`src/rtl/brat_ckpt_ctrl.sv`:
```
// brat_ckpt_ctrl: allocates/frees BRAT checkpoint slots as a circular FIFO and sequences FRAT restore on mispredict.
module brat_ckpt_ctrl #(
  parameter int ISSUE_WIDTH    = 2,
  parameter int NUM_CKPT       = 4,
  parameter int ROB_SIZE_CLOG  = 5,
  parameter int RESTORE_CYCLES = 2
) (
  input  logic                                   clk,
  input  logic                                   rst_n,
  input  logic [ISSUE_WIDTH-1:0]                 br_val_id,
  input  logic [ISSUE_WIDTH*ROB_SIZE_CLOG-1:0]   br_robid_id,
  output logic                                   alloc_ok,
  output logic [NUM_CKPT-1:0]                    ckpt_wr_en,
  output logic [NUM_CKPT-1:0]                    ckpt_wr_src,
  input  logic                                   br_ret_val,
  input  logic [ROB_SIZE_CLOG-1:0]               br_ret_robid,
  input  logic                                   mispredict_val,
  input  logic [ROB_SIZE_CLOG-1:0]               mispredict_robid,
  output logic                                   restore_en,
  output logic [$clog2(NUM_CKPT)-1:0]            restore_slot,
  output logic                                   rename_stall,
  output logic                                   ckpt_full,
  output logic [$clog2(NUM_CKPT+1)-1:0]          ckpt_cnt,
  output logic                                   ckpt_err
);
  localparam int CW = $clog2(NUM_CKPT);
  localparam int NW = $clog2(NUM_CKPT+1);
  localparam int RW = ROB_SIZE_CLOG;
  localparam int TW = $clog2(RESTORE_CYCLES+1);
  localparam logic [NW-1:0] FULL = NW'(NUM_CKPT);
  localparam logic [TW-1:0] LAST = TW'(RESTORE_CYCLES-1);

  typedef enum logic {S_IDLE, S_RESTORE} state_t;

  state_t              r_state, w_state_nxt;
  logic [TW-1:0]       r_rcnt, w_rcnt_nxt;
  logic [CW-1:0]       r_head, r_tail, r_slot, w_m, w_rank;
  logic [NUM_CKPT-1:0] r_valid, w_kill, w_wr_en, w_wr_src, w_ret_mask;
  logic [RW-1:0]       r_robid [NUM_CKPT];
  logic [RW-1:0]       w_wr_id [NUM_CKPT];
  logic [NW-1:0]       w_req, w_cnt;
  logic                r_err, w_idle, w_ok, w_ret, w_hit, w_mp, w_err;

  // Live count is the popcount of valid bits; the CAM keeps the lowest matching entry.
  always_comb begin
    w_req = '0;
    w_cnt = '0;
    w_hit = 1'b0;
    w_m   = '0;
    for (int i = 0; i < ISSUE_WIDTH; i++) w_req = w_req + NW'(br_val_id[i]);
    for (int e = NUM_CKPT-1; e >= 0; e--) begin
      w_cnt = w_cnt + NW'(r_valid[e]);
      if (r_valid[e] && r_robid[e] == mispredict_robid) begin
        w_hit = 1'b1;
        w_m   = CW'(e);
      end
    end
    w_idle     = r_state == S_IDLE;
    w_ok       = rst_n & w_idle & ~mispredict_val & (w_req <= FULL - w_cnt);
    w_ret      = br_ret_val & r_valid[r_head] & (r_robid[r_head] == br_ret_robid);
    w_mp       = mispredict_val & w_idle & w_hit;
    w_err      = (br_ret_val & ~w_ret) | (mispredict_val & ~(w_idle & w_hit));
    w_ret_mask = NUM_CKPT'(w_ret) << r_head;
    for (int e = 0; e < NUM_CKPT; e++)
      w_kill[e] = w_mp & r_valid[e] & ((CW'(e) - r_head) >= (w_m - r_head));
  end

  // Branches are packed into consecutive entries starting at tail, oldest slot first.
  always_comb begin
    w_rank   = '0;
    w_wr_en  = '0;
    w_wr_src = '0;
    for (int e = 0; e < NUM_CKPT; e++) w_wr_id[e] = '0;
    for (int i = 0; i < ISSUE_WIDTH; i++) begin
      if (w_ok && br_val_id[i]) begin
        w_wr_en[r_tail + w_rank]  = 1'b1;
        w_wr_src[r_tail + w_rank] = 1'(i);
        w_wr_id[r_tail + w_rank]  = br_robid_id[i*RW +: RW];
        w_rank = w_rank + 1'b1;
      end
    end
  end

  always_comb begin
    w_state_nxt = w_idle ? (w_mp ? S_RESTORE : S_IDLE) : (r_rcnt == LAST ? S_IDLE : S_RESTORE);
    w_rcnt_nxt  = (w_idle || r_rcnt == LAST) ? '0 : r_rcnt + 1'b1;
  end

  always_ff @(posedge clk or negedge rst_n) begin
    if (!rst_n) begin
      r_state <= S_IDLE;
      r_rcnt  <= '0;
      r_head  <= '0;
      r_tail  <= '0;
      r_slot  <= '0;
      r_valid <= '0;
      r_err   <= 1'b0;
      for (int e = 0; e < NUM_CKPT; e++) r_robid[e] <= '0;
    end else begin
      r_state <= w_state_nxt;
      r_rcnt  <= w_rcnt_nxt;
      r_err   <= w_err;
      // A head retired while also being the mispredict target is already killed; head stays with tail.
      r_head  <= (w_ret && !(w_mp && w_m == r_head)) ? r_head + 1'b1 : r_head;
      r_tail  <= w_mp ? w_m : (w_ok ? r_tail + CW'(w_req) : r_tail);
      if (w_mp) r_slot <= w_m;
      r_valid <= (r_valid & ~w_kill & ~w_ret_mask) | w_wr_en;
      for (int e = 0; e < NUM_CKPT; e++) if (w_wr_en[e]) r_robid[e] <= w_wr_id[e];
    end
  end

  assign alloc_ok     = w_ok;
  assign ckpt_wr_en   = w_wr_en;
  assign ckpt_wr_src  = w_wr_src;
  assign restore_en   = (r_state == S_RESTORE) & (r_rcnt == '0);
  assign restore_slot = r_slot;
  assign rename_stall = rst_n & (((w_req != '0) & ~w_ok) | ~w_idle);
  assign ckpt_full    = w_cnt == FULL;
  assign ckpt_cnt     = w_cnt;
  assign ckpt_err     = r_err;
endmodule

```
`config.mk`:
```
export PLATFORM = sky130hd
export DESIGN_NAME = brat_ckpt_ctrl
export DESIGN_NICKNAME = d
export VERILOG_FILES = /design/src/rtl/brat_ckpt_ctrl.sv
export SDC_FILE = /design/constraint.sdc
export NUM_CORES = 1
export LEC_CHECK = 0
export BUFFER_PORTS_ARGS = -buffer_cell sky130_fd_sc_hd__buf_4
export CAP_MARGIN = 25
export CORE_ASPECT_RATIO = 2
export CORE_MARGIN = 8
export CORE_UTILIZATION = 38
export CTS_CLUSTER_DIAMETER = 40
export CTS_CLUSTER_SIZE = 28
export DETAILED_ROUTE_END_ITERATION = 10
export HOLD_SLACK_MARGIN = 0.15
export PLACE_DENSITY = 0.65
export SLEW_MARGIN = 20
export SYNTH_ARGS = -nofsm -noshare
export SYNTH_HDL_FRONTEND = slang
export SYNTH_SLANG_ARGS = --single-unit
```
`constraint.sdc`:
```
create_clock -name clk -period 5.33 [get_ports clk]
set_input_delay 1.066 -clock clk [delete_from_list [all_inputs] [get_ports clk]]
set_output_delay 1.066 -clock clk [all_outputs]
set_load 0.05 [all_outputs]
```
======== Word-level counts from Yosys, hierarchy flattened ========
Index checks and enable logic that the tools add are counted.
operators by class
  reductions and logical operators ........ 17
  shifts and indexed selects .............. 1
  add/subtract/negate cells ............... 14
  mux-type cells .......................... 34
  bitwise gates (word level) .............. 38
  magnitude comparators ................... 15
  eq/ne operators ......................... 8
operators by type and width
  cell                                                      count
  two-way mux 20 bit                                        2
  == test 5 bit                                             5
  bitwise AND 1 bit                                         21
  bitwise AND 20 bit                                        1
  bitwise mux 20 bit                                        1
  demux 5 bit (select 2 bit)                                2
  two-way mux 5 bit                                         4
  two-way mux 2 bit                                         7
  logical AND 1 bit                                         12
  two-way mux 4 bit                                         3
  two-way mux 1 bit                                         11
  binary-select mux 5 bit (select 2 bit)                    1
  greater-or-equal comparator 3 bit, second input constant  3
  < comparator 2 x 3 -> 1 bit, second input constant        3
  inverter 2 -> 3 bit                                       3
  bitwise AND 4 bit                                         2
  greater-or-equal comparator 2 bit                         4
  inverter 4 bit                                            2
  bitwise OR 4 bit                                          2
  < comparator 3 x 1 -> 1 bit, second input constant        2
  inverter 1 bit                                            5
  adder 1 x 1 -> 2 bit                                      2
  adder 2 x 1 -> 2 bit, second input constant               2
  adder 2 bit                                               2
  other kinds (20)                                          25
storage, ports and cells
  logic and storage cells ................. 138
  output and inout port bits .............. 18
  bits of input ports ..................... 26
  bits in registers ....................... 34

======== Logic depth before layout (Yosys ltp) ========
Gate-level depths: netlist of run 1.
  word-level depth ........................ 16
  mapped depth ............................ 21
  mapped depth without buffers ............ 20

======== Worst setup path before layout of run 1 ========
Ideal clock, no wire load.
  path type ............................... reg-to-output
  start ................................... register r_valid[0]
  end ..................................... output ckpt_wr_src[0]
  data arrival time ....................... 4.946 ns
  required time ........................... 4.264 ns
  path buffers ............................ 1
  setup slack ............................. -0.682 ns
  stages on the path, launching flop included .. 20
  cells stage by stage .................... dfrtp_1 -> inv_1 -> fa_1 -> inv_1 -> ha_1 -> ha_1 -> inv_1 -> ha_1 -> inv_1 -> ha_1 -> and2_1 -> o21ai_0 -> a21oi_2 -> nand2_1 -> inv_1 -> ha_1 -> xor2_1 -> or3_1 -> inv_1 -> clkbuf_1
between the ends
  longest elaborated chain between the ends .. 12
  elaborated cells on any way between the ends .. 14
  classes of those cells .................. 3 x add/sub; 3 x order compare; 4 x mux; 1 x bitwise; 3 x reduce/logical
ends and longest elaborated chain
  item                                                                                                             RTL line  RTL
  start: declaration                                                                                               38        logic [NUM_CKPT-1:0] r_valid, w_kill, w_wr_en, w_wr_src, w_ret_mask;
  start signal: assignment                                                                                         107       r_valid <= (r_valid & ~w_kill & ~w_ret_mask) | w_wr_en;
  adder 3 x 1 -> 3 bit (*)                                                                                         52        w_cnt = w_cnt + NW'(r_valid[e]);
  net ckpt_cnt[1]                                                                                                  23        output logic [$clog2(NUM_CKPT+1)-1:0] ckpt_cnt,
  subtractor 3 bit (*)                                                                                             59        w_ok = rst_n & w_idle & ~mispredict_val & (w_req <= FULL - w_cnt);
  less-or-equal comparator 2 x 3 -> 1 bit (*)                                                                      59
  bitwise AND 1 bit (*)                                                                                            59
  net alloc_ok                                                                                                     12        output logic alloc_ok,
  logical AND 1 bit                                                                                                75        if (w_ok && br_val_id[i]) begin
  two-way mux 1 bit                                                                                                75
  adder 2 bit                                                                                                      77        w_wr_src[r_tail + w_rank] = 1'(i);
  < comparator 2 x 3 -> 1 bit (not written as such) or greater-or-equal comparator 2 x 1 -> 1 bit (tied branches)  77
  logical AND 1 bit (not written as such)                                                                          77
  two-way mux 1 bit (not written as such)                                                                          77
  demux 1 bit (select 2 bit)                                                                                       77
  two-way mux 4 bit (*)                                                                                            75
  end: declaration                                                                                                 14        output logic [NUM_CKPT-1:0] ckpt_wr_src,
Mark *: on every way through the listed nets, which the timed path passes. The rest lies on a longest branch.

======== Worst setup path in the final report of run 1 ========
  start ................................... register r_valid[0]
  end ..................................... output ckpt_wr_en[3]
between the ends
  longest elaborated chain between the ends .. 13
  elaborated cells on any way between the ends .. 16
  classes of those cells .................. 3 x add/sub; 3 x order compare; 5 x mux; 2 x bitwise; 3 x reduce/logical
ends and longest elaborated chain
  item                                                                                                             RTL line  RTL
  adder 3 x 1 -> 3 bit (*)                                                                                         52
  subtractor 3 bit (*)                                                                                             59
  less-or-equal comparator 2 x 3 -> 1 bit (*)                                                                      59
  bitwise AND 1 bit (*)                                                                                            59
  logical AND 1 bit                                                                                                75
  two-way mux 1 bit                                                                                                75
  adder 2 bit                                                                                                      76        w_wr_en[r_tail + w_rank] = 1'b1;
  < comparator 2 x 3 -> 1 bit (not written as such) or greater-or-equal comparator 2 x 1 -> 1 bit (tied branches)  76
  logical AND 1 bit (not written as such)                                                                          76
  two-way mux 1 bit (not written as such)                                                                          76
  demux 1 bit (select 2 bit)                                                                                       76
  bitwise OR 4 bit (no source line)                                                                                --
  two-way mux 4 bit (*)                                                                                            75
  end: declaration                                                                                                 13        output logic [NUM_CKPT-1:0] ckpt_wr_en,
Every way passes the cells marked *; elsewhere a longest branch is shown, timed or not.

==> impl_results.md, run 1 <==
- Status: finished clean
- Final worst setup slack: 145 ps
- Sw Pwr: 1.11 mW
- Latest clock arrival within the worst-skew pair: 280 ps
- Post-synth EDFFs: 0
- CP endpoint kind: output port
- Port-buffer cells: 43
- CTS root buf: clkbuf_16
- Fin. Hold Viols: 0
- CTS Hold Buffers Added: 0
- Final Skew: 7.89 ps
- Tightest Hold Check Type: reg -> reg
- Signal arrival time at the worst endpoint: 4120 ps
- Clock tree sinks: 34
- Antenna Nets Post-Route: 0
- Number of global-route vias before repair: 2298
- Initial Util: 38.6%
- Worst-Margin Slew: 935 ps
- Post-synth ARST share: 100%
- Synth warnings: 0
- Gpl congestion: 0.930
- DIE WIDTH: 74.9 um
- Startpoint Class: flip-flop
- Vias: 2287
- CTS buffer count: 5
- Total GRT Usage: 14.8%
- Pre-CTS setup slack: 105 ps
- CP required: 4260 ps
- DRC: 0
- Sequential element share of the synthesized area: 32.2%
- FP Rows: 43
- Die area: 10000 um2
- Cell count after synthesis: 295
- Clock period minus worst slack: 5190 ps
- Final Cell Area: 3350 um2
- First-pass GRT wire length: 11500 um
- Area after DPL: 3100 um2
- Leak Pwr: 1.51 nW
- Ports: 44
- # fillers: 645
- Sw Share: 49.0%
- Peak VDD IR: 0.521 mV
- Hpwl dp: 5640 um
- Ys flop type: dfrtp_1
- NumNets Final: 395
- CTS tree: built
- Die height: 134 um
- Logic pwr share: 63.6%
- Number of max-cap violations: 0
- Largest net degree at the start of global routing: 36
- Layout area overhead: 26.9%
- Vias/cell: 5.20
- Reg2Reg Depth: 20
- Top-area cell type share of the netlist area: 32.2%
- H-tree depth: 2
- Syn_nets: 341
- Drt first pass iters: 4
- Slew Limit Fails: 0
- CTS Buffer Depth: 2
- Setup Viol. Count Final: 0
- Crit Path Max Fanout: 6
- Type of the worst setup path: reg -> out
- Layout cells sized above 1: 24.6%
- Total Wirelength: 7150 um
- Inserted Diodes: 0
- Tcrit/Tclk final: 97.3%
- Maximum clock rate: 193 MHz
- Dominant cells by area after synthesis: dfrtp_1 32%, mux2i_1 11%, ha_1 9.0%
- Gr ovfl total: 0
- Clk pwr share: 13.1%
- Register bit total from synthesis: 34
- DR WL/cell: 16.2 um
- Power Density: 678 nW/um2
- Mean post-synth cell area: 8.95 um2
- Hold Path Stages: 1
- Relative slew slack: 37.6%
- Most frequent cells after synthesis: 37 x nand2_1, 34 x dfrtp_1, 29 x mux2i_1
- P_int: 1.16 mW
- Initial antenna violation count: 0
- Sequential power share: 23.2%
- Synth Cell Area: 2640 um2
- Unrepaired setup endpoints after global routing: yes
- Distinct cells, synth: 50
- Initial DRC Count: 110
- Post-synth top area cell: dfrtp_1
- Clk pin slew, worst setup/hold paths: 60 ps
- Core ar.: 6830 um2
- Top-count cell post-synth: nand2_1
registers in the layout, summed over array words and instances, names as in the netlist:
signal,cells
r_valid,4
r_head,2
restore_slot,2
r_robid,20
r_state,1
r_tail,2
ckpt_err,1
r_rcnt,2
what timing repair did:
action	CTS	global route
buffers inserted	0	5
pin swaps	0	5
endpoints found under the setup margin	7	8
endpoints found under the hold margin	0	0
gates resized for setup	4	12
final timing paths:
kind                            slack (ps)       start       endpoint
worst max-delay path                   140  r_valid[0]  ckpt_wr_en[3]
max in group asynchronous             4150       rst_n      r_tail[0]
worst max register to register        1270  r_valid[0]    r_robid[15]
worst min-delay path                   470   r_rcnt[0]      r_rcnt[0]
min in group asynchronous              860       rst_n     r_robid[6]
worst min register to register         470   r_rcnt[0]      r_rcnt[0]
placed cells by master, fill, tap and decap left out, types with 2 or more instances in the layout:
cell and count:
nand2_1 35, nor2b_1 4, nor2_1 15, nor3_2 2, mux2_2 2, o211ai_1 2, dfrtp_1 34, nor3_1 7
xnor2_1 20, nand2b_1 3, buf_6 3, o21bai_1 2, o21ai_0 25, or2_2 2, nor3b_2 3, clkbuf_16 5
ha_1 18, o221ai_1 2, inv_1 21, mux2i_1 29, or3_4 2, nand3_1 3, a211o_1 2, nand4_1 3
xor2_1 12, buf_4 52, a21o_1 2, a31oi_1 2, inv_2 2, a21oi_1 7, and2_1 2
cells by family after synthesis:
family | Yosys count | share of synthesized area, %
AOI/OAI and AO/OA | 55 | 13.2
xor gates and xnor gates | 32 | 10.6
adders and majority gates | 20 | 9.77
buffers and inverters | 34 | 5.31
DFF | 34 | 32.2
muxes | 32 | 12.7
and+or+nand+nor | 88 | 16.1
layout make-up:
type | instances | area (um2) | area share (%)
inverter | 24 | 90.1 | 2.69
sequential | 34 | 851 | 25.4
multi-input combinational | 227 | 1700 | 50.8
timing repair buffer | 57 | 444 | 13.3
clock buffer | 6 | 139 | 4.15
tap | 90 | 113 | 3.36
clock inverter | 2 | 12.5 | 0.374
critical path: stages, from the launching register on:
cell	delay [ps]
dfrtp_1	350
inv_1	80
fa_1	540
inv_1	60
ha_1	210
ha_4	270
inv_1	30
ha_1	260
inv_1	40
ha_1	290
nor3b_2	170
nor3_2	250
a21oi_4	120
nand2_4	80
inv_1	40
ha_1	200
xnor2_1	240
nor2_1	90
or2_2	300
buf_4	200
power groups by stage:
| stage | clock network (mW) | logic, mW | registers (mW) |
|---|---|---|---|
| final | 0.298 | 1.45 | 0.527 |
| after global routing | 0.314 | 1.59 | 0.547 |
| after CTS | 0.301 | 1.39 | 0.528 |
| after detailed placement | 0 | 1.36 | 0.531 |
| after global placement | 0 | 1.32 | 0.525 |
| after floorplan | 0 | 1.10 | 0.469 |
routing by layer:
layer | up-vias | part of all wire, % | track usage, %
li1 | 1122 | - | -
met1 | 1097 | 44 | 18.6
met2 | 60 | 50 | 24.0
met3 | 8 | 4.9 | 2.84
met4 | 0 | 1.6 | 4.84
met5 | - | 0 | 0
metrics by stage:
step | utilization (%) | hold slack (ps) | std cells | power [mW] | TNS (ps)
finish | 49.0 | 474 | 440 | 2.27 | 0
global route | 49.0 | 500 | 440 | 2.45 | -75.3
CTS | 47.8 | 477 | 434 | 2.22 | 0
detailed placement | 45.4 | 469 | 426 | 1.89 | 0
global placement | 45.4 | 445 | 426 | 1.85 | 0
floorplan | - | 431 | 295 | 1.57 | 0
(Power assumes the default switching activity.)
==> inputs of run 2 (changes only) <==
Settings changed: RECOVER_POWER set to 25.
==> run 2 against run 1 <==
Net effect: the flow now finishes with violations (capacitance limit, slew limit); sequential power is essentially flat; sequential share of layout area grew 0.057 points; clock power is essentially flat; global-route usage is the same; power is essentially flat; count of clock-buffer cells in the layout is the same; worst setup slack is essentially flat; via count is essentially flat; die area is the same; register-to-register slack is essentially flat; critical endpoint unchanged.
==> impl_results.md, run 2 (synthesis results as in run 1) <==
- Critical Path Max Stage Delay: 540 ps (about the same)
- Total Wirelength: 7150 um (about the same)
- Final Power: 2.27 mW (about the same)
- Commonest non-fill, non-tap cell in the layout: buf_4 (unchanged)
- Final Cell Area: 3340 um2 (was 3350 um2)
- Hpwl dp: 5640 um (unchanged)
- Layout cells sized above 1: 24.0% (was 24.6%)
- Clock period minus worst slack: 5190 ps (about the same)
- Tcrit/Tclk final: 97.3% (about the same)
- Clk pin slew, worst setup/hold paths: 60 ps (about the same)
- Layout area overhead: 26.6% (was 26.9%)
- CP endpoint kind: output port (unchanged)
- First-pass GRT wire length: 11500 um (unchanged)
- Fin. Hold Viols: 0 (unchanged)
- Worst-Margin Slew: 1880 ps (was 935 ps)
- Util after Layout: 48.9% (was 49.0%)
- Leak Pwr: 1.50 nW (was 1.51 nW)
- Most frequent cells in the layout: 50 x buf_4, 35 x nand2_1, 34 x dfrtp_1 (was 52 x buf_4, 35 x nand2_1, 34 x dfrtp_1)
- Drt first pass iters: 4 (unchanged)
- Area of the multi-input gates: 1700 um2 (unchanged)
- CP required: 4260 ps (about the same)
- Maximum clock rate: 193 MHz (unchanged)
- Vias: 2286 (was 2287)
- CTS root buf: clkbuf_16 (unchanged)
- Unrepaired setup endpoints after global routing: yes (unchanged)
- Type of the worst setup path: reg -> out (unchanged)
- Initial Util: 38.6% (unchanged)
- Clock tree sinks: 34 (unchanged)
- Register with the most flip-flops: r_robid (unchanged)
- Initial antenna violation count: 0 (unchanged)
- Vias/cell: 5.20 (about the same)
- Tightest Hold Check Type: reg -> reg (unchanged)
- CTS Buffer Depth: 2 (unchanged)
- Worst path depth: 19 (unchanged)
- Antenna Nets Post-Route: 0 (unchanged)
- Core ar.: 6830 um2 (unchanged)
- Gr ovfl total: 0 (unchanged)
- Largest net degree at the start of global routing: 36 (unchanged)
- Hold Path Stages: 1 (unchanged)
- Setup Viol. Count Final: 0 (unchanged)
- Crit Path Max Fanout: 6 (unchanged)
- Crit-path cells: inv_1 > fa_1 > inv_1 > ha_1 > ha_4 > inv_1 > ha_1 > inv_1 > ha_1 > nor3b_2 > nor3_2 > a21oi_4 > nand2_4 > inv_1 > ha_1 > xnor2_1 > nor2_1 > or2_2 > buf_4 (unchanged)
- Gpl congestion: 0.930 (unchanged)
- WP buf/inv: 6 (unchanged)
- Total GRT Usage: 14.8% (unchanged)
- Relative slew slack: -25.1% (was 37.6%)
- Startpoint Class: flip-flop (unchanged)
- Number of global-route vias before repair: 2298 (unchanged)
- Critical Path Slowest Stage Cell: fa_1 (unchanged)
- Signal arrival time at the worst endpoint: 4120 ps (about the same)
- Number of max-cap violations: 1 (was 0)
- # fillers: 647 (was 645)
- Status: complete, but fails checks (was finished clean)
- Reg2Reg Setup Slack: 1270 ps (about the same)
- Latest clock arrival within the worst-skew pair: 280 ps (about the same)
- CTS buffer count: 5 (unchanged)
- H-tree depth: 2 (unchanged)
- Final Skew: 7.89 ps (unchanged)
- DR WL/cell: 16.2 um (about the same)
- Reg2Reg Depth: 20 (unchanged)
- Power Density: 679 nW/um2 (was 678 nW/um2)
- Ports: 44 (unchanged)
- Top delay family on crit path: adder cells (unchanged)
- Die height: 134 um (unchanged)
- FP Rows: 43 (unchanged)
- CTS tree: built (unchanged)
- Peak VDD IR: 0.521 mV (about the same)
- DRC: 0 (unchanged)
- DIE WIDTH: 74.9 um (unchanged)
- Area after DPL: 3100 um2 (unchanged)
- Failing checks: capacitance limit, slew limit
- FF/Latch Area: 851 um2 (unchanged)
- Port-buffer cells: 43 (unchanged)
- Largest regs: r_robid x20, r_valid x4 (unchanged)
- Crit path top cell by count: inv_1 (unchanged)
- Largest register FFs: 20 (unchanged)
- Initial DRC Count: 109 (was 110)
- Die area: 10000 um2 (unchanged)
- Slew Limit Fails: 36 (was 0)
- Inserted Diodes: 0 (unchanged)
- NumNets Final: 395 (unchanged)
## run 2: worst paths after layout
check / from / to
worst max-delay path: r_valid[0] / ckpt_wr_en[3]
worst min-delay path: r_rcnt[0] / r_rcnt[0]
worst max register to register: r_valid[0] / r_robid[15]
worst min register to register: r_rcnt[0] / r_rcnt[0]
max in group asynchronous: rst_n / r_tail[0]
min in group asynchronous: rst_n / r_robid[6]
## run 2: repair_timing
item	CTS	global route
endpoints found under the setup margin	7	8
buffers inserted	0	5
gates resized for setup	4	12
pin swaps	0	5
hold endpoints to repair	0	0
hold buffers	0	0
## run 2: final cells by class
type                            instances  area share, %
Inverter                               24           2.70
Tap cell                               90           3.37
Clock buffer                            6           4.16
Timing Repair Buffer                   57           13.1
Clock inverter                          2          0.374
Multi-Input combinational cell        227           50.9
Sequential cell                        34           25.5
## run 2: routing by layer
metal	track usage [%]	vias up	wire (um)	share of wire, %
met3	2.84	8	350	4.9
met4	4.84	0	117	1.6
met2	24.0	60	3540	50
met1	18.6	1096	3130	44
li1	-	1122	-	-
met5	0	-	0	0
## run 2: metrics by stage
step / hold WS (ps) / std cells / TNS, ps / setup WS, ps
6_report: 474 / 440 / 0 / 145
5_1_grt: 500 / 440 / -75.3 / -50.0
4_1_cts: 477 / 434 / 0 / 11.5
3_5_place_dp: 469 / 426 / 0 / 105
3_3_place_gp: 445 / 426 / 0 / 213
2_1_floorplan: 431 / 295 / 0 / 44.0
## run 2: power breakdown
part / total [mW] / internal, mW / leakage (nW) / switching, mW
combinational: 1.44 / 0.605 / 1.01 / 0.839
sequential: 0.527 / 0.368 / 0.424 / 0.159
clock: 0.298 / 0.185 / 0.0729 / 0.113
==> inputs of run 3 (changes only) <==
Settings changed: CTS_BUF_LIST set to sky130_fd_sc_hd__clkbuf_4 sky130_fd_sc_hd__clkbuf_8.
==> run 3 against run 2 <==
Net effect: the flow still finishes with violations (capacitance limit, slew limit); hold slack better by 3.2 ps; register-to-register slack gained 20 ps; power down 4.7%; sequential cell count is the same; clock power fell by 30%; critical path depth unchanged; combinational power is essentially flat; worst setup slack improved by 18 ps; routed wire length down 0.83%; largest power group unchanged.
==> impl_results.md, run 3 (synthesis results as in run 1) <==
- Status: complete, but fails checks (unchanged)
- Failing checks: capacitance limit, slew limit (unchanged)
- Antenna Nets Post-Route: 0 (unchanged)
- Initial DRC Count: 98 (was 109)
- Power Density: 662 nW/um2 (was 679 nW/um2)
- FP Rows: 43 (unchanged)
- Drt first pass iters: 4 (unchanged)
- Reg2Reg Setup Slack: 1290 ps (was 1270 ps)
- Sw Pwr: 1.10 mW (was 1.11 mW)
- Largest regs: r_robid x20, r_valid x4 (unchanged)
- CTS root buf: clkbuf_8 (was clkbuf_16)
- Signal arrival time at the worst endpoint: 4100 ps (was 4120 ps)
- Sequential power share: 24.4% (was 23.2%)
- DR WL/cell: 16.3 um (was 16.2 um)
- H-tree depth: 2 (unchanged)
- Final Power: 2.16 mW (was 2.27 mW)
- Clock period minus worst slack: 5170 ps (was 5190 ps)
- Area after DPL: 3100 um2 (unchanged)
- CTS tree: built (unchanged)
- Core ar.: 6830 um2 (unchanged)
- Logic pwr share: 66.0% (was 63.6%)
- Fin Hold WS: 477 ps (was 474 ps)
- Reg2Reg Depth: 20 (unchanged)
- Vias: 2278 (was 2286)
- Inserted Diodes: 0 (unchanged)
- Post-Layout Cell Count: 436 (was 440)
- Clock tree sinks: 34 (unchanged)
- Total Wirelength: 7090 um (was 7150 um)
- Latest clock arrival within the worst-skew pair: 290 ps (was 280 ps)
- Clk pin slew, worst setup/hold paths: 80 ps (was 60 ps)
- Type of the worst setup path: reg -> out (unchanged)
- DRC: 0 (unchanged)
- NumNets Final: 391 (was 395)
- Slew Limit Fails: 36 (unchanged)
- Sw Share: 51.0% (was 49.0%)
- Gpl congestion: 0.930 (unchanged)
- Register with the most flip-flops: r_robid (unchanged)
- Tcrit/Tclk final: 96.9% (was 97.3%)
- Worst R2R End: r_robid[15] (unchanged)
- CP endpoint kind: output port (unchanged)
- Critical Path End: ckpt_wr_src[0] (was ckpt_wr_en[3])
- First-pass GRT wire length: 11500 um (about the same)
- Most frequent cells in the layout: 45 x buf_4, 35 x nand2_1, 34 x dfrtp_1 (was 50 x buf_4, 35 x nand2_1, 34 x dfrtp_1)
- Relative slew slack: -27.0% (was -25.1%)
- CTS Buffer Depth: 2 (unchanged)
- Layout area overhead: 24.0% (was 26.6%)
- Port-buffer cells: 43 (unchanged)
- Die area: 10000 um2 (unchanged)
- CP required: 4260 ps (about the same)
- Maximum clock rate: 194 MHz (was 193 MHz)
- Clk pwr share: 9.6% (was 13.1%)
- Ports: 44 (unchanged)
- FF/Latch Area: 851 um2 (unchanged)
- # fillers: 664 (was 647)
- Worst-Margin Slew: 1900 ps (was 1880 ps)
- CTS buffer count: 5 (unchanged)
- DIE WIDTH: 74.9 um (unchanged)
- Placed cells: 426 (unchanged)
- Fin. Hold Viols: 0 (unchanged)
- Number of max-cap violations: 1 (unchanged)
- Tightest Hold Check Type: reg -> reg (unchanged)
- Largest net degree at the start of global routing: 36 (unchanged)
- Total GRT Usage: 14.8% (unchanged)
- Hpwl dp: 5640 um (unchanged)
- Peak VDD IR: 0.469 mV (was 0.521 mV)
- Initial antenna violation count: 0 (unchanged)
- Leak Pwr: 1.46 nW (was 1.50 nW)
- Crit Path Max Fanout: 4 (was 6)
- Setup Viol. Count Final: 0 (unchanged)
- Final Cell Area: 3270 um2 (was 3340 um2)
- Worst r2r src: r_valid[0] (unchanged)
- Largest register FFs: 20 (unchanged)
- Number of global-route vias before repair: 2298 (unchanged)
- CP startpoint: r_valid[0] (unchanged)
- Gr ovfl total: 0 (unchanged)
- Initial Util: 38.6% (unchanged)
- Layout cells sized above 1: 24.3% (was 24.0%)
- Area of the multi-input gates: 1710 um2 (was 1700 um2)
- Final Skew: 11.4 ps (was 7.89 ps)
- Startpoint Class: flip-flop (unchanged)
- P_int: 1.06 mW (was 1.16 mW)
- Die height: 134 um (unchanged)
- Commonest non-fill, non-tap cell in the layout: buf_4 (unchanged)
- Vias/cell: 5.22 (was 5.20)
==> run 3: what timing repair did <==
| item | 4_1_cts | 5_1_grt |
|---|---|---|
| hold buffers | 0 | 0 |
| pin swaps | 1 | 3 |
| gates cloned | 0 | 0 |
| gates resized for setup | 4 | 17 |
| buffers inserted | 1 | 0 |
| endpoints found under the setup margin | 7 | 8 |
==> run 3: worst max-delay path, stage by stage, from the launching register on <==
cell and delay (ps):
dfrtp_1 370, inv_2 60, fa_1 530, inv_1 70, ha_1 210, ha_4 270, inv_1 30, ha_1 260
inv_1 40, ha_1 290, nor3b_2 170, nor3_2 250, a21oi_4 100, nand2_4 90, inv_1 50, ha_2 190
xor2_1 190, or3_4 390, inv_2 90, buf_6 160
==> run 3: metrics by stage <==
stage               TNS [ps]  utilization [%]  setup slack [ps]
floorplan                  0                -              44.0
global placement           0             45.4               213
detailed placement         0             45.4               105
CTS                        0             47.1              39.3
global route           -32.1             47.9             -32.1
finish                     0             47.9               163
==> run 3: power groups by stage <==
stage	clock network, mW	registers, mW	logic (mW)
6_report	0.208	0.529	1.43
5_1_grt	0.225	0.547	1.57
4_1_cts	0.210	0.527	1.41
3_5_place_dp	0	0.531	1.36
3_3_place_gp	0	0.525	1.32
2_1_floorplan	0	0.469	1.10
==> run 3: how the worst min path moves through the flow <==
stage | from | endpoint | cells after the start
final | r_rcnt[0] | r_rcnt[0] | 1
after global routing | r_rcnt[0] | r_rcnt[0] | 1
after CTS | r_rcnt[0] | r_rcnt[0] | 1
after detailed placement | r_rcnt[0] | r_rcnt[0] | 1
after global placement | r_rcnt[0] | r_rcnt[0] | 1
after floorplan | r_rcnt[0] | r_rcnt[0] | 1
==> run 3: layout make-up <==
cell class              instances  area share (%)
clock inverters                 2           0.382
well taps                      90            3.44
multi-input cells             227            52.4
inverters                      24            2.75
clock buffers                   6            2.52
repair buffers                 53            12.5
flip-flops and latches         34            26.0
==> run 3: per-layer routing <==
| layer | wire length, um | share of wire, % | GRT usage, % | up-vias |
|---|---|---|---|---|
| met3 | 314 | 4.4 | 3.07 | 4 |
| met2 | 3540 | 50 | 24.1 | 47 |
| met4 | 61 | 0.86 | 4.18 | 0 |
| li1 | - | - | - | 1117 |
| met5 | 0 | 0 | 0 | - |
| met1 | 3170 | 45 | 18.6 | 1110 |
